`src/rtl/uart_io_pkg.sv`:
```
// Shared types and constants for the UART word sequencer.
// State encoding, transfer-size codes and word width in bytes.
package uart_io_pkg;

   typedef enum logic [1:0] {
      IDLE,
      ISSUE,
      WAIT,
      RESP
   } uart_io_state_t;

   localparam logic SZ_BYTE = 1'b0;
   localparam logic SZ_WORD = 1'b1;

   localparam int NBYTES_WORD = 4;

endpackage

```
`src/rtl/uart_word_io.sv`:
```
// Core-side sequencer: one request becomes 1 or 4 uart_unit byte
// transfers; send splits LSB first, receive assembles little-endian.
import uart_io_pkg::*;

module uart_word_io #(
   parameter int NBYTES_WORD = uart_io_pkg::NBYTES_WORD
) (
   input  logic        clk,
   input  logic        rst,
   input  logic        req_valid,
   output logic        req_ready,
   input  logic        req_write,
   input  logic        req_size,
   input  logic [31:0] req_wdata,
   output logic        resp_valid,
   output logic [31:0] resp_rdata,
   output logic        busy,
   output logic        uart_go,
   output logic        rors,
   output logic [7:0]  txdata,
   input  logic [7:0]  rxdata,
   input  logic        uart_done
);

   localparam int IW = $clog2(NBYTES_WORD);
   localparam logic [IW-1:0] LAST_WORD = IW'(NBYTES_WORD - 1);

   uart_io_state_t state_q, state_d;
   logic           write_q, write_d;
   logic           size_q, size_d;
   logic [31:0]    wdata_q, wdata_d;
   logic [IW-1:0]  idx_q, idx_d;
   logic [31:0]    asm_q, asm_d;
   logic           uart_go_q, uart_go_d;
   logic           rors_q, rors_d;
   logic [7:0]     txdata_q, txdata_d;
   logic           resp_valid_q, resp_valid_d;
   logic [31:0]    resp_rdata_q, resp_rdata_d;
   logic           busy_q, busy_d;
   logic [IW-1:0]  last_idx;

   assign last_idx   = (size_q == SZ_WORD) ? LAST_WORD : '0;
   assign req_ready  = (state_q == IDLE);
   assign resp_valid = resp_valid_q;
   assign resp_rdata = resp_rdata_q;
   assign busy       = busy_q;
   assign uart_go    = uart_go_q;
   assign rors       = rors_q;
   assign txdata     = txdata_q;

   // Next state, byte sequencing, and outputs derived from next state
   always_comb begin
      state_d      = state_q;
      write_d      = write_q;
      size_d       = size_q;
      wdata_d      = wdata_q;
      idx_d        = idx_q;
      asm_d        = asm_q;
      resp_rdata_d = resp_rdata_q;

      unique case (state_q)
         IDLE: begin
            if (req_valid) begin
               write_d = req_write;
               size_d  = req_size;
               wdata_d = req_wdata;
               idx_d   = '0;
               asm_d   = '0;
               state_d = ISSUE;
            end
         end
         ISSUE: begin
            state_d = WAIT;
         end
         WAIT: begin
            if (uart_done) begin
               if (!write_q) begin
                  asm_d[{idx_q, 3'b000} +: 8] = rxdata;
               end
               if (idx_q == last_idx) begin
                  state_d = RESP;
                  if (!write_q) begin
                     resp_rdata_d = asm_d;
                  end
               end else begin
                  idx_d   = idx_q + 1'b1;
                  state_d = ISSUE;
               end
            end
         end
         RESP: begin
            state_d = IDLE;
         end
         default: begin
            state_d = IDLE;
         end
      endcase

      uart_go_d    = (state_d == ISSUE);
      resp_valid_d = (state_d == RESP);
      busy_d       = (state_d != IDLE);
      rors_d       = ((state_d == ISSUE) || (state_d == WAIT)) & write_d;
      txdata_d     = (state_d != IDLE) ? wdata_d[{idx_d, 3'b000} +: 8] : 8'h00;
   end

   // State and registered outputs; reset drops any transfer in flight
   always_ff @(posedge clk or posedge rst) begin
      if (rst) begin
         state_q      <= IDLE;
         write_q      <= 1'b0;
         size_q       <= SZ_BYTE;
         wdata_q      <= '0;
         idx_q        <= '0;
         asm_q        <= '0;
         uart_go_q    <= 1'b0;
         rors_q       <= 1'b0;
         txdata_q     <= '0;
         resp_valid_q <= 1'b0;
         resp_rdata_q <= '0;
         busy_q       <= 1'b0;
      end else begin
         state_q      <= state_d;
         write_q      <= write_d;
         size_q       <= size_d;
         wdata_q      <= wdata_d;
         idx_q        <= idx_d;
         asm_q        <= asm_d;
         uart_go_q    <= uart_go_d;
         rors_q       <= rors_d;
         txdata_q     <= txdata_d;
         resp_valid_q <= resp_valid_d;
         resp_rdata_q <= resp_rdata_d;
         busy_q       <= busy_d;
      end
   end

endmodule
```
`config.mk`:
```
export PLATFORM = sky130hd
export DESIGN_NAME = uart_word_io
export DESIGN_NICKNAME = d
export VERILOG_FILES = /design/src/rtl/uart_io_pkg.sv /design/src/rtl/uart_word_io.sv
export SDC_FILE = /design/constraint.sdc
export NUM_CORES = 1
export LEC_CHECK = 0
export ABC_AREA = 1
export ABC_CLOCK_PERIOD_IN_PS = 3200
export CORE_MARGIN = 2
export CORE_UTILIZATION = 48
export CTS_BUF_LIST = sky130_fd_sc_hd__clkbuf_16
export DETAILED_ROUTE_END_ITERATION = 16
export HOLD_SLACK_MARGIN = 0.06
export PLACE_DENSITY_LB_ADDON = 0.1
export SETUP_SLACK_MARGIN = 0.2
export SLEW_MARGIN = 20
export SYNTH_ARGS = -nofsm -noshare
export SYNTH_HDL_FRONTEND = slang
export SYNTH_SLANG_ARGS = --single-unit
```
`constraint.sdc`:
```
create_clock -name clk -period 3.2 [get_ports clk]
set_input_delay 0.48 -clock clk [delete_from_list [all_inputs] [get_ports clk]]
set_output_delay 0.48 -clock clk [all_outputs]
set_load 0.01 [all_outputs]
```
Word-level counts from Yosys, hierarchy flattened --
Index checks and enable logic that the tools add are counted.
Operators by class: reduce and logical (&&, ||, !) cells 7, bitwise operators 2, add/sub/neg operators 2, equal/unequal tests 9, mux-type cells 19, shift-type cells 3
Operators by type and width (number):
- $mux W32 | 5
- $pmux W32 S2 | 1
- $bwmux W32 | 1
- $shift A8 B7 Y32 const A | 1
- $shiftx A32 B6 Y8 | 1
- $shiftx A8 B7 Y32 | 1
- $mux W2 | 7
- $eq A2 B2 Y1 const B | 4
- $mux W8 | 1
- $pmux W2 S4 | 1
- $neg A5 Y7 | 1
- $eq A2 B1 Y1 const B | 2
- $ne A2 B2 Y1 const B | 2
- $pmux W2 S2 | 1
- $reduce_and A4 Y1 | 1
- $reduce_bool A2 Y1 | 2
- $reduce_and A3 Y1 | 1
- $add A2 B1 Y2 const B | 1
- $eq A2 B2 Y1 | 1
- $logic_not A2 Y1 | 1
- $mux W1 | 2
- $reduce_and A2 Y1 | 1
- $and A1 B1 Y1 | 1
- $logic_or A1 B1 Y1 | 1
- $not A1 Y1 | 1
Storage, ports and cells: output and inout port bits 45, input bits 46, bits in registers 114, logic and storage cells 54

Logic depth before layout (Yosys ltp) --
Gate-level depths: netlist of the first run.
word-level depth 8, gate-level depth with buffers 13, gate-level depth less buffers 11

Worst setup path after synthesis of the first run --
OpenSTA, ideal clock, no wires.
kind register to register, start point reg idx_q[0], end point reg resp_rdata_q[15] (netlist: resp_rdata[15]), arrival 1.696 ns, cell stages (with the launch flop) 10, period minus slack after synthesis 1.774 ns, path buffers 1, required time 3.123 ns, path slack 1.426 ns, path through dfrtp_1 > buf_6 > inv_2 > ha_1 > inv_1 > nor3_1 > inv_1 > o22ai_1 > inv_1 > a21oi_1
Between the ends: word-level cells in the longest chain between the ends 4, elaborated cells on any way between the ends 7, classes of those cells add/sub (1); eq/ne (1); shift (2); mux (2); reduce/logical (1)
Ends and longest elaborated chain:
- start: declaration | line uart_word_io.sv:32 | logic [IW-1:0] idx_q, idx_d;
- start signal: assignment | line uart_word_io.sv:126 | idx_q <= idx_d;
- $neg A5 Y7 | line uart_word_io.sv:78 | asm_d[{idx_q, 3'b000} +: 8] = rxdata;
- $shiftx A8 B7 Y32 or $shift A8 B7 Y32 (tied branches) | line uart_word_io.sv:78
- $bwmux W32 | line uart_word_io.sv:78
- $mux W32 | line uart_word_io.sv:77 | if (!write_q) begin
- end signal: assignment | line uart_word_io.sv:132 | resp_rdata_q <= resp_rdata_d;
- end: declaration | line uart_word_io.sv:38 | logic [31:0] resp_rdata_q, resp_rdata_d;
Several ways; a longest one is shown, not always the timed one. A chain may end at the register's enable or synchronous reset.

Worst setup path in the final report of the first run --
start point reg state_q[1], end point out req_ready
Between the ends: word-level cells in the longest chain between the ends 1
Ends and longest elaborated chain:
- start: declaration | line uart_word_io.sv:28 | uart_io_state_t state_q, state_d;
- start signal: assignment | line uart_word_io.sv:122 | state_q <= state_d;
- $logic_not A2 Y1 | line uart_word_io.sv:43 | assign req_ready = (state_q == IDLE);
- end: declaration | line uart_word_io.sv:11 | output logic req_ready,
Every way passes these cells.

==> results of run 1 <==
## worst max-delay path: cells and delay by family, from the launching register on
kind	cells	cell delay (ps)
buffers and inverters	2	810
DFF	1	440
and+or+nand+nor	1	160
## registers in the layout, indices dropped and copies added, names as in the netlist
signal	cells
asm_q	32
resp_rdata	32
wdata_q	32
txdata	8
idx_q	2
state_q	2
busy	1
resp_valid	1
rors	1
size_q	1
uart_go	1
write_q	1
## kinds of logic after synthesis
| family | after synthesis | synth area share |
|---|---|---|
| adder cells (fa/ha/maj) | 8 | 0.01849 |
| buffers and inverters | 167 | 0.1248 |
| AND/OR/NAND/NOR | 252 | 0.2075 |
| flip-flops | 114 | 0.5268 |
| AO/OA/AOI/OAI | 123 | 0.1225 |
## through the flow
stage          cell area [um^2]  worst slack [ps]  hold WS [ps]    util
2_1_floorplan              5419              1335         449.3       -
3_3_place_gp               6410             774.8         474.6  0.5862
3_5_place_dp               6410             733.9         471.1  0.5862
4_1_cts                    6980             859.5         485.4  0.6383
5_1_grt                    6980             582.7         509.9  0.6383
6_report                   6980             892.7         478.6  0.6383
## cells in the mapped netlist, drive strengths merged
cell type / instances
o31ai: 1
nand2: 171
nor2: 26
a22oi: 6
clkinv: 2
nand3b: 16
o21ai: 81
clkbuf: 3
dfrtp: 114
ha: 8
nor3: 6
inv: 140
buf: 22
o22ai: 15
a21oi: 20
nand3: 33
## metal layers
layer  part of all wire  routed length [um]  vias up
met5                  0                   0        -
met4              0.014                 183        0
met3              0.064                 822       17
met2               0.43                5554      146
met1               0.49                6208     2109
li1                   -                   -     2238
## layout make-up
cell class,instances,area share
multi-input cells,383,0.2703
well taps,140,0.02509
flip-flops and latches,114,0.4087
inverters,142,0.07797
clock inverters,15,0.02079
clock buffers,17,0.06094
repair buffers,95,0.1362
## worst paths after layout
kind / end / depth (start not counted)
max: req_ready / 3
min: asm_q[21] / 2
max reg2reg: resp_rdata[9] / 8
min reg2reg: asm_q[21] / 2
max in group asynchronous: asm_q[23] / 3
min in group asynchronous: wdata_q[8] / 3
## power by group
group          total [mW]  switching (mW)  internal, mW
clock                1.81           0.678          1.13
combinational        2.75            1.66          1.08
sequential           2.23           0.254          1.97
total                6.78            2.59          4.19
==> qor.tcl, run 1 <==
set qor(finalPower_mw) 6.783
set qor(fin_setup_tns_ps) 0
set qor(synth_largest_type_area_fraction) 0.5268
set qor(groute.layer.met1.usage) 0.3377
set qor(critPathCaptureType) {output pin}
set qor(grt.overflow.total) 0
set qor(floorplan.rows) 38
set qor(share_of_layout_cells_above_drive_strength_1) 0.07050
set qor(dieArea_mm2) 0.01215
set qor(grt_use_total) 0.2259
set qor(top_level_ports) 91
set qor(ctsHtreeMaxLevel) 4
set qor(ant_nets) 0
set qor(postSynthNetCount) 718
set qor(synth.top_cells.by_area) {sky130_fd_sc_hd__dfrtp_1 (53%), sky130_fd_sc_hd__nand2_1 (12%), sky130_fd_sc_hd__inv_1 (9.4%)}
set qor(via_count) 4510
set qor(grt_most_used_layer) {met1}
set qor(most_common_cell_after_layout_fill_and_taps_aside) {sky130_fd_sc_hd__nand2_1}
set qor(maximum_number_of_pins_on_one_net_before_global_route_repair) 115
set qor(clockRootBuffer) {sky130_fd_sc_hd__clkbuf_16}
set qor(die_height_um) 110.2
set qor(critical-path-slowest-cell) {sky130_fd_sc_hd__clkdlybuf4s50_1}
set qor(most-common-layout-cells) {sky130_fd_sc_hd__nand2_1 (167), sky130_fd_sc_hd__inv_1 (136), sky130_fd_sc_hd__dfrtp_1 (114), sky130_fd_sc_hd__clkdlybuf4s50_1 (90), sky130_fd_sc_hd__o21ai_0 (58)}
set qor(clock.fmax_mhz) 433.4
set qor(cts_setup_buffers) 0
set qor(cells_after_synth) 664
set qor(multiInputGateArea_mm2) 0.001887
set qor(final-max-slew-violation-count) 0
set qor(status) {complete, no violations}
set qor(numClockSinks) 114
set qor(crit_path_start) {state_q[1]}
set qor(fill_cells) 937
set qor(leakage_nw) 3.383
set qor(worst_setup_path_start_kind) {flip-flop}
set qor(synth_area_leader_cell) {sky130_fd_sc_hd__dfrtp_1}
set qor(initial_antenna_violation_count) 0
set qor(die_x_um) 110.2
set qor(finish_stage_setup_viols) 0
set qor(max-slew-margin-rel) 0.5918
set qor(postCtsResizedCells) 0
set qor(num_antenna_cells) 0
set qor(layout-area-overhead-vs-synth_pct) 28.90
set qor(synth_seq_cells) 114
set qor(r2r_start) {idx_q[0]}
set qor(place.gp.congestion) 0.9131
set qor(dp_hpwl_um) 8568
set qor(clock_path_buffers) 2
set qor(synth_area_per_cell_um2) 8.155
set qor(later_pin_clock_latency_in_the_skew_report_ps) 420
set qor(skew_ps) 18.91
set qor(worstHoldStart) {asm_q[21]}
set qor(synthDistinctLibCells) 32
set qor(wl_um) 12770
set qor(cp_cell_sequence) {nor2_4, buf_4, clkdlybuf4s50_1}
set qor(count_of_non_filler_cells_in_the_finished_layout) 906
set qor(finalHoldViolations) 0
set qor(timing.final.crit_share) 0.7210
set qor(finalNetCount) 807
set qor(regArea_mm2) 0.002853
set qor(dr.pass1.iters) 5
set qor(use_met2) 0.3168
set qor(grt_first_pass_wirelength_um) 20730
set qor(design.core.area_mm2) 0.01094
set qor(hold_class) {reg2reg}
set qor(synthesis.yosys.warnings) 0
set qor(slowest_delay_ps) 570
set qor(detailedRoute.firstIterationViolations) 327
set qor(postCtsHoldBufs) 0
set qor(rsz_0062_raised_after_global_routing) {no}
set qor(cts_tree) {built}
set qor(gr_layer_usage_met3) 0.05879
set qor(max-vdd-ir-drop_v) 0.0004638
set qor(dp.cells) 874
set qor(mean_routed_wirelength_per_cell_um) 14.09
set qor(timing.critical_path.fanout_max) 18
set qor(via_count_of_the_first_global_routing_pass) 4237
set qor(r2r_slack_ps) 930
set qor(post_dr_vias_cell) 4.978
set qor(path_clk_slew_ps) 50
set qor(data_arrival_critical_path_ps) 1830
set qor(power_density_mw_per_mm2) 971.8
set qor(max_slew.worst_pin.slew_ps) 612.3
set qor(timing_worst_setup_path_type) {reg2out}
set qor(drt_drc_violations_left) 0
set qor(timing.final.crit_period_ps) 2307
set qor(timing.max_cap.violations) 0
set qor(initial_core_utilization) 0.4952
set qor(io_buffers) 90
set qor(yosysSeqAreaShare) 0.5268
set qor(cts_made_buffers) 17
set qor(worstPathRequired_ps) 2720
set qor(post_synth_instance_area_mm2) 0.005415
Note: power is estimated with default switching activity, not from simulation.
==> inputs of run 2 (changes only) <==
--- a/config.mk
+++ b/config.mk
@@ -6,9 +6,9 @@
 export NUM_CORES = 1
 export LEC_CHECK = 0
 export ABC_AREA = 1
-export ABC_CLOCK_PERIOD_IN_PS = 3200
+export ABC_CLOCK_PERIOD_IN_PS = 2200
 export CORE_MARGIN = 2
-export CORE_UTILIZATION = 48
+export CORE_UTILIZATION = 53
 export CTS_BUF_LIST = sky130_fd_sc_hd__clkbuf_16
 export DETAILED_ROUTE_END_ITERATION = 16
 export HOLD_SLACK_MARGIN = 0.06
==> constraint.sdc (replaced) <==
create_clock -name clk -period 2.2 [get_ports clk]
set_input_delay 0.33 -clock clk [delete_from_list [all_inputs] [get_ports clk]]
set_output_delay 0.33 -clock clk [all_outputs]
set_load 0.01 [all_outputs]
==> qor.tcl, run 2 (synthesized netlist as in run 1, its figures left out) <==
set qor(finalHoldViolations) 0
set qor(finish_stage_setup_viols) 0
set qor(rsz_0062_raised_after_global_routing) {yes}
set qor(worst_r2r_path_depth) 10
set qor(fin_setup_tns_ps) 0
set qor(wl_um) 13150
set qor(dp_hpwl_um) 8936
set qor(critPathCaptureType) {flip-flop}
set qor(p_int_mw) 6.421
set qor(grt_first_pass_wirelength_um) 21780
set qor(timing.critical_path.fanout_max) 34
set qor(combPwrFrac) 0.426
set qor(max-slew-margin-rel) 0.6083
set qor(top_level_ports) 91
set qor(r2r_slack_ps) 320
set qor(worst_r2r_endpoint) {txdata[2]}
set qor(data_arrival_critical_path_ps) 2170
set qor(timing.final.crit_period_ps) 1882
set qor(post_dr_vias_cell) 5.092
set qor(numClockSinks) 114
set qor(max-vdd-ir-drop_v) 0.0006292
set qor(switchingPower_mw) 3.844
set qor(floorplan.rows) 36
set qor(count_of_non_filler_cells_in_the_finished_layout) 913
set qor(final-max-slew-violation-count) 0
set qor(grt.overflow.total) 0
set qor(grt_most_used_layer) {met1}
set qor(finalPower_mw) 10.26
set qor(via_count_of_the_first_global_routing_pass) 4422
set qor(detailedRoute.firstIterationViolations) 364
set qor(maximum_number_of_pins_on_one_net_before_global_route_repair) 65
set qor(io_buffers) 90
set qor(dr.pass1.iters) 5
set qor(die_x_um) 105.1
set qor(ctsHtreeMaxLevel) 4
set qor(drt_drc_violations_left) 0
set qor(clock_power_share) 0.259
set qor(status) {complete, no violations}
set qor(gr_layer_usage_met3) 0.06114
set qor(leakage_nw) 3.509
set qor(max_slew.worst_pin.slew_ps) 586.3
set qor(fill_cells) 745
set qor(power_density_mw_per_mm2) 1422
set qor(initial_antenna_violation_count) 0
set qor(grt_use_total) 0.2512
set qor(most_common_cell_after_layout_fill_and_taps_aside) {sky130_fd_sc_hd__nand2_1}
set qor(dp.cells) 877
set qor(timing.max_cap.violations) 0
set qor(dieArea_mm2) 0.01104
set qor(ant_nets) 0
set qor(timing.final.crit_share) 0.8556
set qor(cts_tree) {built}
set qor(groute.layer.met1.usage) 0.3725
set qor(die_height_um) 105.1
set qor(layout-area-overhead-vs-synth_pct) 33.34
set qor(power_frac_seq) 0.314
set qor(skew_ps) 7.364
set qor(hold_class) {in2async}
set qor(design.core.area_mm2) 0.009864
set qor(place.gp.congestion) 0.8667
set qor(num_antenna_cells) 0
set qor(path_clk_slew_ps) 50
set qor(mean_routed_wirelength_per_cell_um) 14.40
set qor(r2r_start) {state_q[1]}
set qor(worstPathRequired_ps) 2490
set qor(later_pin_clock_latency_in_the_skew_report_ps) 410
set qor(initial_core_utilization) 0.5490
set qor(clock.fmax_mhz) 531.3
set qor(p_sw_frac) 0.3745
set qor(share_of_layout_cells_above_drive_strength_1) 0.1026
set qor(cts_made_buffers) 17
set qor(via_count) 4649
set qor(worst_setup_path_start_kind) {flip-flop}
set qor(clock_path_buffers) 2
set qor(use_met2) 0.3660
set qor(clockRootBuffer) {sky130_fd_sc_hd__clkbuf_16}
set qor(finalNetCount) 822
set qor(timing_worst_setup_path_type) {reg2reg}
set qor(most-common-layout-cells) {sky130_fd_sc_hd__nand2_1 (167), sky130_fd_sc_hd__inv_1 (134), sky130_fd_sc_hd__dfrtp_1 (112), sky130_fd_sc_hd__clkdlybuf4s50_1 (89), sky130_fd_sc_hd__o21ai_0 (58)}
==> run 2: stage by stage <==
stage | hold slack [ps] | setup slack [ps] | cell area, um^2 | util
after floorplan | 449.3 | 426.1 | 5419 | -
after global placement | 466.6 | 220.3 | 6539 | 0.6629
after detailed placement | 482.6 | 151.2 | 6539 | 0.6629
after CTS | 354.7 | 145.2 | 7112 | 0.7210
after global routing | 398.4 | 166.1 | 7221 | 0.7320
final | 343.7 | 317.7 | 7221 | 0.7320
==> run 2: routing by layer <==
layer | wire length [um] | vias to the layer above
met5 | 0 | -
met4 | 211 | 0
met3 | 944 | 21
met2 | 5935 | 157
met1 | 6054 | 2209
li1 | - | 2262
==> run 2: worst max-delay path by stage <==
stage / startpoint / end / cells past startpoint
5_1_grt: idx_q[1] / resp_rdata[11] / 9
6_report: state_q[1] / txdata[2] / 10
4_1_cts: state_q[1] / req_ready / 2
3_5_place_dp: uart_done / txdata[7] / 11
3_3_place_gp: uart_done / txdata[5] / 8
2_1_floorplan: idx_q[0] / resp_rdata[15] / 9
==> run 2: final cells by class <==
| class | count | area [um^2] | share of cell area |
|---|---|---|---|
| flip-flops and latches | 114 | 2855 | 0.3954 |
| repair buffers | 110 | 1141 | 0.1580 |
| inverters | 142 | 548.0 | 0.07590 |
| clock buffers | 17 | 425.4 | 0.05892 |
| multi-input cells | 383 | 1937 | 0.2682 |
| clock inverters | 14 | 147.6 | 0.02045 |
| well taps | 133 | 166.4 | 0.02305 |
==> run 2: what timing repair did <==
action	in CTS	in global routing
pin swaps	1	2
hold buffers	0	0
resized for setup	1	15
endpoints found under the setup margin	3	55
gates cloned	0	0
setup buffers	0	5
==> run 2: worst max-delay path, cell delays in order, from the launching register on <==
cell and delay (ps):
sky130_fd_sc_hd__dfrtp_1 450, sky130_fd_sc_hd__nor2_4 190, sky130_fd_sc_hd__buf_12 130, sky130_fd_sc_hd__nand2_4 150, sky130_fd_sc_hd__buf_12 220, sky130_fd_sc_hd__o21ai_1 280, sky130_fd_sc_hd__nand2_1 100, sky130_fd_sc_hd__nand2_1 60
sky130_fd_sc_hd__nand2_1 40, sky130_fd_sc_hd__nand2_1 70, sky130_fd_sc_hd__nor2_1 50
==> run 2: power by group through the flow <==
stage / Clock (mW) / Sequential (mW) / Combinational [mW]
after CTS: 2.69 / 3.23 / 4.19
after detailed placement: 0 / 3.25 / 4.13
after floorplan: 0 / 3.38 / 2.34
final: 2.66 / 3.23 / 4.38
after global routing: 2.80 / 3.31 / 4.87
after global placement: 0 / 3.22 / 4.05
